===== config.mk =====
export PLATFORM = sky130hd
export DESIGN_NAME = uartrx
export DESIGN_NICKNAME = d
export VERILOG_FILES = /design/src/rtl/uart_pkg.sv /design/src/rtl/uart_rx_sync.sv /design/src/rtl/uartrx.sv
export SDC_FILE = /design/constraint.sdc
export NUM_CORES = 1
export LEC_CHECK = 0
export BUFFER_PORTS_ARGS = -buffer_cell sky130_fd_sc_hd__buf_4
export CORE_MARGIN = 4
export CORE_UTILIZATION = 30
export CTS_BUF_LIST = sky130_fd_sc_hd__clkbuf_8
export DETAILED_ROUTE_END_ITERATION = 12
export PLACE_DENSITY_LB_ADDON = 0.08
export SYNTH_ARGS = -nofsm -noshare
export SYNTH_HDL_FRONTEND = slang
export SYNTH_SLANG_ARGS = --single-unit
export TNS_END_PERCENT = 30

===== constraint.sdc =====
create_clock -name clk -period 1.91 [get_ports clk]
set_input_delay 0.2865 -clock clk [delete_from_list [all_inputs] [get_ports clk]]
set_output_delay 0.2865 -clock clk [all_outputs]
set_load 0.02 [all_outputs]

===== src/rtl/uart_pkg.sv =====
// uart_pkg: constants and state encodings shared by the UART receive path.
package uart_pkg;

    localparam int   UART_OSR        = 16;
    localparam int   UART_DATA_BITS  = 8;
    localparam logic UART_PARITYMODE = 1'b0;

    // Receiver states
    localparam logic [2:0] ST_ARM    = 3'd0;
    localparam logic [2:0] ST_IDLE   = 3'd1;
    localparam logic [2:0] ST_START  = 3'd2;
    localparam logic [2:0] ST_DATA   = 3'd3;
    localparam logic [2:0] ST_PARITY = 3'd4;
    localparam logic [2:0] ST_STOP   = 3'd5;

    // 2-of-3 vote used when bits are decided from three samples.
    function automatic logic maj3(input logic a, input logic b, input logic c);
        return (a & b) | (a & c) | (b & c);
    endfunction

endpackage


===== src/rtl/uart_rx_sync.sv =====
// uart_rx_sync: two-flop synchronizer for the asynchronous rx line.
// Resets to 1 so the line reads as idle (mark) while in reset.
module uart_rx_sync (
    input  logic clk,
    input  logic rst_n,
    input  logic d,
    output logic q
);

    logic meta;

    // Two back-to-back flops to settle metastability on the incoming line.
    always_ff @(posedge clk or negedge rst_n) begin
        if (!rst_n) begin
            meta <= 1'b1;
            q    <= 1'b1;
        end else begin
            meta <= d;
            q    <= meta;
        end
    end

endmodule


===== src/rtl/uartrx.sv =====
// uartrx: UART receiver, 16 clocks per bit, start + 8 data (LSB first) +
// parity + stop. Delivers each byte with a one-cycle rdsig strobe.
// Build option UART_RX_MAJORITY_EN: decide each bit by 2-of-3 majority of the
// samples at offsets 6, 7, 8; otherwise the single offset-7 sample is used.
// Either way the decision is taken at offset 8, so latency does not change.
module uartrx
    import uart_pkg::*;
#(
    parameter logic PARITYMODE   = UART_PARITYMODE,
    parameter int   CLKS_PER_BIT = UART_OSR
) (
    input  logic       clk,
    input  logic       rst_n,
    input  logic       rx,
    output logic [7:0] dataout,
    output logic       rdsig,
    output logic       parity_err,
    output logic       frame_err,
    output logic       idle
);

    localparam logic [3:0] SC_LAST  = 4'(CLKS_PER_BIT - 1);
    localparam logic [3:0] ARM_LAST = 4'(UART_OSR - 1);
    localparam logic [2:0] BI_LAST  = 3'(UART_DATA_BITS - 1);
    localparam logic [3:0] SC_PRE   = 4'd7;
    localparam logic [3:0] SC_MID   = 4'd8;

    logic       rx_s;
    logic [2:0] state;
    logic [3:0] arm_cnt;
    logic [3:0] sc;
    logic [3:0] sc_next;
    logic [2:0] bi;
    logic [7:0] shreg;
    logic       s7;
    logic       par_bad;
    logic       bit_val;

    uart_rx_sync u_sync (
        .clk   (clk),
        .rst_n (rst_n),
        .d     (rx),
        .q     (rx_s)
    );

    assign sc_next = (sc == SC_LAST) ? 4'd0 : sc + 4'd1;

    // Capture the offset-7 sample so the decision at offset 8 uses a registered value.
    always_ff @(posedge clk or negedge rst_n) begin
        if (!rst_n) begin
            s7 <= 1'b1;
        end else if (sc == SC_PRE) begin
            s7 <= rx_s;
        end
    end

`ifdef UART_RX_MAJORITY_EN
    localparam logic [3:0] SC_EARLY = 4'd6;
    logic s6;

    // Capture the offset-6 sample for the majority vote.
    always_ff @(posedge clk or negedge rst_n) begin
        if (!rst_n) begin
            s6 <= 1'b1;
        end else if (sc == SC_EARLY) begin
            s6 <= rx_s;
        end
    end

    assign bit_val = maj3(s6, s7, rx_s);
`else
    assign bit_val = s7;
`endif

    // Frame sequencer: arming, start detection, bit assembly and result delivery.
    always_ff @(posedge clk or negedge rst_n) begin
        if (!rst_n) begin
            state      <= ST_ARM;
            arm_cnt    <= 4'd0;
            sc         <= 4'd0;
            bi         <= 3'd0;
            shreg      <= 8'h00;
            par_bad    <= 1'b0;
            dataout    <= 8'h00;
            rdsig      <= 1'b0;
            parity_err <= 1'b0;
            frame_err  <= 1'b0;
            idle       <= 1'b0;
        end else begin
            rdsig <= 1'b0;
            case (state)
                ST_ARM: begin
                    // A low sample (line driven 0 or in break) restarts the count.
                    if (!rx_s) begin
                        arm_cnt <= 4'd0;
                    end else if (arm_cnt == ARM_LAST) begin
                        arm_cnt <= 4'd0;
                        state   <= ST_IDLE;
                    end else begin
                        arm_cnt <= arm_cnt + 4'd1;
                    end
                end
                ST_IDLE: begin
                    // The cycle the low level is first seen is offset 0 of the start bit.
                    if (!rx_s) begin
                        state <= ST_START;
                        sc    <= 4'd1;
                        bi    <= 3'd0;
                        idle  <= 1'b1;
                    end else begin
                        sc <= 4'd0;
                    end
                end
                ST_START: begin
                    sc <= sc_next;
                    if (sc == SC_MID && bit_val) begin
                        state <= ST_IDLE;
                        sc    <= 4'd0;
                        idle  <= 1'b0;
                    end else if (sc == SC_LAST) begin
                        state <= ST_DATA;
                    end
                end
                ST_DATA: begin
                    sc <= sc_next;
                    if (sc == SC_MID) begin
                        shreg[bi] <= bit_val;
                    end
                    if (sc == SC_LAST) begin
                        bi <= bi + 3'd1;
                        if (bi == BI_LAST) begin
                            state <= ST_PARITY;
                        end
                    end
                end
                ST_PARITY: begin
                    sc <= sc_next;
                    if (sc == SC_MID) begin
                        par_bad <= bit_val ^ (^shreg) ^ PARITYMODE;
                    end
                    if (sc == SC_LAST) begin
                        state <= ST_STOP;
                    end
                end
                ST_STOP: begin
                    sc <= sc_next;
                    // Leaving at offset 9 lets a back-to-back start edge be caught early.
                    if (sc == SC_MID) begin
                        dataout    <= shreg;
                        rdsig      <= 1'b1;
                        parity_err <= par_bad;
                        frame_err  <= ~bit_val;
                        idle       <= 1'b0;
                        sc         <= 4'd0;
                        bi         <= 3'd0;
                        state      <= bit_val ? ST_IDLE : ST_ARM;
                    end
                end
                default: begin
                    state <= ST_ARM;
                    sc    <= 4'd0;
                    idle  <= 1'b0;
                end
            endcase
        end
    end

endmodule


Word level (Yosys, flattened, before mapping)
Cells that the tools add are included.

operators by class
  add/sub/neg operators = 3
  multipliers = 0
  divide/modulo/power cells = 0
  magnitude comparators = 2
  eq/ne operators = 19
  shift operators = 0
  muxes and demuxes = 31
  bitwise operators = 3
  reductions and logical operators = 13

operator list
  cell                                                                          number
  3-bit 2-to-1 mux                                                              12
  4-bit 2-to-1 mux                                                              5
  4-bit case mux with 5 select lines                                            1
  3-bit case mux with 6 select lines                                            1
  2-bit inequality test, second input constant                                  7
  4-bit equality test, second input constant                                    3
  3-bit equality test, second input constant                                    3
  3-bit case mux with 3 select lines                                            1
  4-bit by 1-bit adder with 4-bit output, second input constant                 2
  8-bit bitwise mux                                                             1
  1-bit 2-to-1 mux                                                              8
  4-bit AND reduction                                                           2
  8-bit AND reduction                                                           1
  8-bit XOR reduction                                                           1
  3-bit by 2-bit equality test with 1-bit output, second input constant         2
  2-bit AND reduction                                                           3
  4-bit by 3-bit equality test with 1-bit output, second input constant         1
  3-bit by 4-bit less-than comparator with 1-bit output, second input constant  1
  1-bit case mux with 4 select lines                                            1
  3-bit by 1-bit adder with 3-bit output, second input constant                 1
  1-bit demux with 3-bit select                                                 1
  3-bit by 1-bit equality test with 1-bit output, second input constant         1
  3-bit by 1-bit >= comparator with 1-bit output, second input constant         1
  3-bit logical NOT                                                             1
  8 further kinds                                                               10

storage, ports and cells
  register bits after elaboration = 38
  bits in latches = 0
  bits in writable memories = 0
  bits in read-only memories = 0
  input port bits = 3
  output and inout bits = 12
  logic and storage cells = 85
  memories = 0

Longest topological paths before layout
  word-level depth = 5
  gate-level depth with buffers = 6
  depth with buffers taken out = 6

Cells and area by module
Synthesis repeated with hierarchy kept, for this count alone.

second synthesis, totals
  cell total of the unflattened synthesis = 192
  area total of the unflattened synthesis = 1995.7 µm²

modules (own cells, without submodules)
  module        times used  cells each  area an instance (µm²)
  uartrx        1           190         1943.1
  uart_rx_sync  1           2           52.6

Worst setup path after synthesis
OpenSTA, ideal clock, no wires.

  path kind = register to register
  start = reg bi[1]
  end = reg state[0]
  setup time = 125 ps
  arrival = 1640 ps
  setup slack = 145 ps
  cell stages (with the launch flop) = 7
  buffers on the path = 0
  period minus slack after synthesis = 1765 ps
  cell sequence = dfrtp_1 ha_1 ha_1 and4_2 nor2_1 or3_4 mux2_4

on the way
  cells in the longest elaborated chain, start to end = 3

ends and longest elaborated chain
  what                             line           text
  start, declared                  uartrx.sv:33   logic [2:0] bi;
  start signal, assigned           uartrx.sv:130  bi <= bi + 3'd1;
  3-bit equality test              uartrx.sv:131  if (bi == BI_LAST) begin
  2-bit inequality test (no line)  --
  8-bit AND reduction (no line)    --
  end signal, assigned             uartrx.sv:156  state <= bit_val ? ST_IDLE : ST_ARM;
  end, declared                    uartrx.sv:29   logic [2:0] state;

Every way passes these cells.
A chain may end at the register's enable or synchronous reset.

Final worst setup path
  start = reg sc[0]
  end = reg state[0]

on the way
  cells in the longest elaborated chain, start to end = 4
  elaborated cells on any way between the ends = 10
  classes of those cells = eq/ne (6); mux (2); reduce/logical (2)

ends and longest elaborated chain
  what                                                                                 line                          text
  start, declared                                                                      uartrx.sv:31                  logic [3:0] sc;
  start signal, assigned                                                               uartrx.sv:115                 sc <= sc_next;
  start signal, assigned                                                               uartrx.sv:125                 sc <= sc_next;
  start signal, assigned                                                               uartrx.sv:137                 sc <= sc_next;
  4-bit equality test                                                                  uartrx.sv:116, uartrx.sv:148
  1-bit logical AND                                                                    uartrx.sv:116                 if (sc == SC_MID && bit_val) begin
  3-bit inequality test (no line) or 3-bit 2-to-1 mux (tied branches)                  --
  8-bit AND reduction (no line) or 3-bit case mux with 6 select lines (tied branches)  --

Parallel ways exist; a longest one is shown, timed or not.

==> key figures <==
Status
  • Status: finished clean

STA
  • Max Fclk: 533 MHz
  • Worst Clk Skew: 3.62 ps
  • Max_slew headroom: 67.1%
  • # setup viols final: 0
  • Part of the cycle the worst path needs: 98.2%
  • Total negative setup slack: 0 ps
  • Worst-margin pin slew: 493 ps
  • RSZ-0062 raised after global routing: true
  • Max Slew Vio Count: 0
  • Hold Vio Cnt, Final: 0
  • Final setup margin: 35.2 ps
  • Post-route minimum period: 1870 ps

Drt
  • 1st-iter DRT viols: 104
  • Via count: 1,459
  • Post-route met1 wirelength: 2120 um
  • Wire per inst: 14.9 um
  • Met3 wire len: 175 um
  • Drt total wl: 4300 um
  • Routed wl met2: 1970 um
  • Pre-antenna DRT Iters: 4
  • Routed vias/inst: 5.05
  • Top routing layer in use: met4
  • Residual DRC: 0
  • Routed Antenna Nets: 0

Clock network
  • Longest Clk Path Bufs: 2
  • Setup bufs post-CTS: 0
  • Clk_lat worst skew: 290 ps
  • TritonCTS Sinks: 38
  • CTS tree: built
  • H-tree depth: 2
  • Root Buffer: clkbuf_8
  • Clock Pin Slew Worst Setup and Hold Paths: 80 ps
  • CTS Buf Count: 5

Yosys
  • Mapped Cells: 182
  • Seq/Total Area, Yosys: 47.7%
  • Post-synth top area share: 43.7%
  • Yosys warnings: 0
  • Synth area leaders: dfrtp_1, mux2_2, dfstp_2
  • Ys flop type: dfrtp_1
  • Mapped Area: 2000 um^2
  • Avg Cell Area, Syn: 11.0 um^2
  • Leading area contributor after synthesis: dfrtp_1
  • Most instantiated cells after synthesis: dfrtp_1, mux2_2, nand2_1
  • Synth cell types: 47
  • Register bit total from synthesis: 38
  • Asr flop ratio synth: 100%
  • Post-synth EDFFs: 0
  • Most common cell in the netlist: dfrtp_1
  • Synth Net Count: 190

Final layout
  • Ant. Diodes: 0
  • Area growth syn-to-layout: 18.7%
  • Ratio of cells with drive above 1 in the final layout: 33.0%
  • Final instance area: 2380 um^2
  • Post-layout nets: 219
  • FILL cells: 630

Critical path
  • CP Max Fanout: 6
  • CP Capture Point: state[0]
  • Critical path's largest stage delay: 440 ps
  • Slowest stage cell, crit path: dfrtp_1
  • CP cell instances: inv_1, ha_1, and3b_2, o22ai_2, or3_4, mux2_4
  • Worst EP arrival: 2050 ps
  • Worst reg2reg setup slack: 40 ps
  • Crit. End Element: flop
  • Crit Path Category: flop to flop
  • Crit start category: flop
  • CP Launch Point: sc[0]
  • Worst R2R Path Depth: 6
  • Worst r2r src: sc[0]
  • CP required: 2090 ps
  • Reg2reg end: state[0]

Place
  • RePlAce Congestion: 0.789
  • Pre-CTS setup slack: 45.1 ps
  • Cell Area, Placed: 2270 um^2
  • Port bufs: 14
  • Hpwl dp: 3120 um

Global routing
  • Gr usage total: 11.4%
  • Largest net degree at the start of global routing: 39
  • Vias in the first global route: 1,438
  • First-pass GRT wire length: 7410 um
  • Initial antenna violation count: 0
  • Global route overflow: 0

Die
  • Starting Density: 31.2%
  • Die area: 8050 um^2
  • Num rows: 29
  • Die Wd: 89.7 um
  • Ports: 15
  • Core box area: 6420 um^2
  • Die Height: 89.7 um

Pwr
  • LEAKAGE: 1.13 nW
  • VDD IR max: 427 uV
  • Power Density: 1150 nW/um^2

Job
  • Max_cap viols: 0

Hold path
  • Hold Crit Class: primary input to flop
==> critical path, delay by kind of cell (launching register included) <==
family,cells,cell delay [ps]
simple gates,2,660
flops,1,440
mux,1,300
fa+ha+maj,1,170
compound gates,1,120
buf+inv,1,80
==> through the flow <==
| step | instances | total power, mW | utilization, % | hold slack [ps] |
|---|---|---|---|---|
| detailed placement | 280 | 2.16 | 35.4 | 298 |
| floorplan | 182 | 1.81 | - | -9.09 |
| finish | 289 | 2.73 | 37.0 | 102 |
| global route | 289 | 2.93 | 37.0 | 94.9 |
| global placement | 280 | 2.15 | 35.4 | 285 |
| CTS | 289 | 2.76 | 37.0 | 93.7 |
==> worst min-delay path by stage <==
stage,from,depth (start not counted),endpoint,slack [ps]
6_report,rx,1,u_sync.meta,100
2_1_floorplan,rst_n,0,arm_cnt[0],-9
5_1_grt,rx,1,u_sync.meta,90
4_1_cts,rx,1,u_sync.meta,90
3_5_place_dp,rst_n,1,idle,300
3_3_place_gp,rst_n,1,state[1],280
==> report_power, final <==
part / total, mW / internal [mW] / switching (mW) / leakage, nW
clock network: 0.586 / 0.290 / 0.295 / 0.0472
registers: 1.13 / 0.933 / 0.198 / 0.508
logic: 1.01 / 0.509 / 0.506 / 0.574
==> logic make-up after synthesis <==
family	after synthesis	share of synthesized area, %
mux	24	13.5
fa+ha+maj	6	3.62
buf+inv	18	4.43
flops	38	47.7
xor+xnor	9	4.62
simple gates	60	16.9
compound gates	27	9.31
==> cell usage in the layout (no fill, tap or decap), types with 5 or more instances in the layout <==
cell      instances
mux2_2           20
dfrtp_1          35
nand2b_1          5
nand3_1           5
ha_1              5
nor3_1            6
inv_1             8
nand2_1          14
xnor2_1           6
o21ai_0           5
clkbuf_8          6
buf_4            31
nor2_1            9
==> routing by layer <==
metal,GRT usage (%),vias up
met5,0,-
met4,3.58,0
met3,2.84,2
met2,17.9,28
met1,15.5,716
li1,-,713
==> sequential cells by signal, summed over array words and instances (netlist names) <==
name,cells
u_sync.meta,1
sc,4
dataout,8
par_bad,1
shreg,8
state,3
frame_err,1
arm_cnt,4
u_sync.q,1
rdsig,1
parity_err,1
bit_val,1
idle,1
bi,3
==> area by class of cell <==
cell class | count | area, um^2 | area share, %
clock inverters | 2 | 12.5 | 0.526
flip-flops and latches | 38 | 955 | 40.1
clock buffers | 6 | 82.6 | 3.47
repair buffers | 32 | 243 | 10.2
multi-input cells | 126 | 960 | 40.3
inverters | 8 | 30.0 | 1.26
well taps | 77 | 96.3 | 4.05
==> timing repair <==
item,in CTS,in global routing
setup endpoints to repair,0,4
hold endpoints to repair,35,0
hold buffers,1,0
gates resized for setup,0,1
No activity file was read; power rests on OpenSTA's default activity.
